### config.mk
export PLATFORM = sky130hd
export DESIGN_NAME = serial_adder_ctrl
export DESIGN_NICKNAME = d
export VERILOG_FILES = /design/src/rtl/serial_adder_ctrl.sv
export SDC_FILE = /design/constraint.sdc
export NUM_CORES = 1
export LEC_CHECK = 0
export ABC_AREA = 1
export CAP_MARGIN = 20
export CORE_ASPECT_RATIO = 1.25
export CORE_MARGIN = 2
export CORE_UTILIZATION = 52
export CTS_CLUSTER_DIAMETER = 50
export DETAILED_ROUTE_END_ITERATION = 8
export GPL_ROUTABILITY_DRIVEN = 0
export PLACE_DENSITY = 0.77
export SYNTH_ARGS = -nofsm -noshare
export SYNTH_HDL_FRONTEND = slang
export SYNTH_SLANG_ARGS = --single-unit
### constraint.sdc
create_clock -name clk -period 1.9 [get_ports clk]
set_clock_uncertainty 0.15 [all_clocks]
set_input_delay 0.38 -clock clk [delete_from_list [all_inputs] [get_ports clk]]
set_output_delay 0.38 -clock clk [all_outputs]
set_load 0.01 [all_outputs]
### src/rtl/serial_adder_ctrl.sv
// rtl/serial_adder_ctrl.sv - bit-serial adder sharing one full adder across all bit positions

module full_adder (
  input  logic a,
  input  logic b,
  input  logic cin,
  output logic sum,
  output logic cout
);

  assign sum  = a ^ b ^ cin;
  assign cout = (a & b) | (a & cin) | (b & cin);

endmodule

module serial_adder_ctrl #(
  parameter int WIDTH = 8
) (
  input  logic             clk,
  input  logic             rst_n,
  input  logic             start,
  input  logic [WIDTH-1:0] a,
  input  logic [WIDTH-1:0] b,
  input  logic             carry_in,
  output logic             busy,
  output logic             done,
  output logic [WIDTH-1:0] sum,
  output logic             carry_out
);

  localparam int CW = (WIDTH > 1) ? $clog2(WIDTH) : 1;
  localparam logic [CW-1:0] LAST = CW'(WIDTH - 1);

  typedef enum logic [1:0] {
    IDLE = 2'd0,
    RUN  = 2'd1,
    DONE = 2'd2
  } state_t;

  state_t          state;
  logic [WIDTH-1:0] a_sh;
  logic [WIDTH-1:0] b_sh;
  logic [WIDTH-1:0] s_sh;
  logic [WIDTH-1:0] s_next;
  logic             c_q;
  logic [CW-1:0]    cnt;
  logic             fa_sum;
  logic             fa_co;

  full_adder u_fa (
    .a    (a_sh[0]),
    .b    (b_sh[0]),
    .cin  (c_q),
    .sum  (fa_sum),
    .cout (fa_co)
  );

  // Next sum shift value: new bit enters at the MSB so bit 0 lands at position 0 after WIDTH steps
  always_comb begin
    s_next            = s_sh >> 1;
    s_next[WIDTH-1]   = fa_sum;
  end

  // Control FSM plus serial datapath; start is honoured in IDLE and DONE only
  always_ff @(posedge clk) begin
    if (!rst_n) begin
      state     <= IDLE;
      busy      <= 1'b0;
      done      <= 1'b0;
      sum       <= '0;
      carry_out <= 1'b0;
      a_sh      <= '0;
      b_sh      <= '0;
      s_sh      <= '0;
      c_q       <= 1'b0;
      cnt       <= '0;
    end else begin
      done <= 1'b0;
      case (state)
        IDLE, DONE: begin
          if (start) begin
            a_sh  <= a;
            b_sh  <= b;
            c_q   <= carry_in;
            cnt   <= '0;
            busy  <= 1'b1;
            state <= RUN;
          end else begin
            state <= IDLE;
          end
        end
        RUN: begin
          a_sh <= a_sh >> 1;
          b_sh <= b_sh >> 1;
          s_sh <= s_next;
          c_q  <= fa_co;
          cnt  <= cnt + CW'(1);
          if (cnt == LAST) begin
            sum       <= s_next;
            carry_out <= fa_co;
            busy      <= 1'b0;
            done      <= 1'b1;
            state     <= DONE;
          end
        end
        default: begin
          busy  <= 1'b0;
          state <= IDLE;
        end
      endcase
    end
  end

endmodule
==> summary.md <==
| Metric | Value |
|---|---|
| Outcome | complete, no violations |
| Clk sinks | 40 |
| Multi-input logic area | 778 µm² |
| CTS root buffer | clkbuf_8 |
| Clk pin slew, worst setup/hold paths | 0.08 ns |
| Fillers | 290 |
| Final Critical Period | ~1.7 ns |
| Reg2Reg Depth | 4 |
| Final setup fails | 0 |
| Post-DRT Antenna Nets | 0 |
| Cell family with most CP delay | buffers and inverters |
| Area grow syn2layout | 23.7% |
| Area share of and/or/nand/nor cells after synthesis | between 30 and 40% |
| Detailed Route Iter0 Violations | slightly above 80 |
| Worst Hold Class | reg -> reg |
| Input/output buffers | 30 |
| Hold_ws | between 0.3 and 0.4 ns |
| CTS tree | done |
| RSZ-0062 raised after global routing | no |
| CTS Hold Buffers Added | 0 |
| Crit. End Element | output pin |
| Post-CTS sizing | 0 |
| Die span in x | around 57 µm |
| Placed wire-length estimate | roughly 2500 µm |
| Synth cell types | 21 |
| Syn Nets | 280 |
| Yosys top cell area share | 43.8% |
| H-tree lvl count | 2 |
| WL per Instance | between 10 and 15 µm |
| Core area | around 3400 µm² |
| Commonest non-fill, non-tap cells in the layout | nand2_1 (48), nand3_1 (41), dfxtp_1 (40) |
| Register Area | roughly 800 µm² |
| Setup Buffers After CTS | 0 |
| Clock buffer count from CTS | 5 |
| Slew of the pin with the lowest slew margin | a little under 0.5 ns |
| Vias in the first global route | about 1500 |
| Max incr delay on CP | 0.54 ns |
| GRT Overall Usage | ~19% |
| Die area | roughly 4000 µm² |
| Leakage | between 1 and 1.5 nW |
| Synthesis Warnings | 0 |
| CP max stage cell | clkdlybuf4s50_1 |
| Post-synthesis xor/xnor area fraction | 0% |
| Nets@finish | approximately 310 |
| Final Instance Area | around 2300 µm² |
| Starting Density | 53.4% |
| DRT Pass-1 Iters | 5 |
| Die Span Y | 70.3 µm |
| Buf+Inv Stages, Crit Path | 1 |
| Slew HR | 67.3% |
| Crit path kind | reg -> out |
| Fmax | approximately 600 MHz |
| First-pass GRT wire length | 6180 µm |
| Yosys reg bits | 40 |
| Setup TNS | 0 ns |
| Critical Path AT | around 1.2 ns |
| Critical path startpoint category | flip-flop |
| Worst Path Required | ~1.4 ns |
| Post-layout util | between 60 and 70% |
| Max-slew violations | 0 |
| Area leader, netlist | dfxtp_1 |
| Routed vias/inst | ~5 |
| Detailed Route WL | 3700 µm |
| Total global routing overflow | 0 |
| Crit path depth | 1 |
| Worst slack, placed | roughly 0.24 ns |
| Crit share post-route | about nine tenths |
| Max-cap violation count | 0 |
| Cells after Synth | roughly 260 |
| Sequential fraction of the synthesis area | between 40% and 50% |
| Compound-Gate Fraction of Synth Area | under 10% |
| Top cells by area, synth | dfxtp_1 (44%), nand3_1 (11%), nand2_1 (9.8%) |
| Antenna violations before repair | 0 |
| Fin. Hold Viols | 0 |
| Adder-Cell Fraction of Synth Area | 2.46% |
| Largest net degree at the start of global routing | 29 |
| Ant diodes | 0 |
| CTS max path bufs | 2 |
| Largest family of logic cells by synthesized area | simple AND/OR/NAND/NOR gates |
| Synth Area per Inst | 7.12 µm² |
| Dpl cell area | between 2000 and 2500 µm² |
| Clk Latency, worst-skew pair | 0.29 ns |
| Multiplexer share of the synthesized area | 0% |
| Crit path max fanout | 2 |
| Vias | roughly 1600 |
| Hold Crit Depth | 1 |
| DRC Markers | 0 |
| Worst path cell trace | clkdlybuf4s50_1 |
| Fraction of layout cells with a size suffix above 1 | about 8.6% |
| Setup ws final | 0.187 ns |
| Max IR drop VDD | 564 µV |
| FP Rows | 24 |
| # IOs | 31 |
| Most common cell after layout, fill and taps aside | nand2_1 |
| Power Density | between 800 and 900 nW/µm² |
| Post-synthesis cell area | 1830 µm² |
-- cells in the mapped netlist --
library cell,n
a21oi_1,12
clkinv_1,1
ha_1,2
nor2_1,28
inv_1,35
o21ai_0,9
nor2_4,1
nand2_1,48
nand2_2,2
buf_4,2
buf_2,5
nand2_4,1
inv_2,2
o21ai_1,1
clkbuf_1,3
nand3b_1,3
fa_1,1
buf_6,5
nand3_1,41
nor3_1,15
dfxtp_1,40
-- flip-flops by register name, summed over array words and instances (netlist names), 2 cells and up --
signal	flops
a_sh	8
b_sh	8
sum	8
s_sh	7
cnt	3
state	2
-- through the flow --
stage / total power [mW] / instances
after floorplan: 1.16 / 257
after global placement: 1.24 / 322
after detailed placement: 1.25 / 322
after CTS: 1.84 / 330
after global routing: 1.92 / 330
final: 1.83 / 330
-- cell type report --
class	count	share of cell area (%)
Clock buffer	6	3.65
Clock inverter	2	0.663
Inverter	38	6.30
Multi-Input combinational cell	164	34.4
Sequential cell	40	35.4
Tap cell	39	2.16
Timing Repair Buffer	41	17.5
-- worst paths after layout --
path	slack, ns	to	from
setup / recovery	0.19	sum[0]	sum[0]
hold reg to reg	0.30	cnt[0]	cnt[0]
setup reg to reg	0.36	s_sh[1]	state[0]
hold / removal	0.30	cnt[0]	cnt[0]
-- metal layers --
layer | GRT usage [%] | share of wire (%) | vias to the layer above
li1 | - | - | 871
met1 | 24.2 | 46 | 718
met2 | 31.5 | 47 | 51
met3 | 4.63 | 5.6 | 7
met4 | 7.49 | 1.6 | 0
met5 | 0 | 0 | -
-- kinds of logic after synthesis --
kind of cell,after synthesis
flip-flops,40
adder cells (fa/ha/maj),3
buffers and inverters,53
AND/OR/NAND/NOR,139
AO/OA/AOI/OAI,22
-- power by group --
part / switching, mW / internal, mW
Clock: 0.306 / 0.294
Sequential: 0.0252 / 0.895
Combinational: 0.169 / 0.140
Total: 0.500 / 1.33
(Power assumes the default switching activity.)
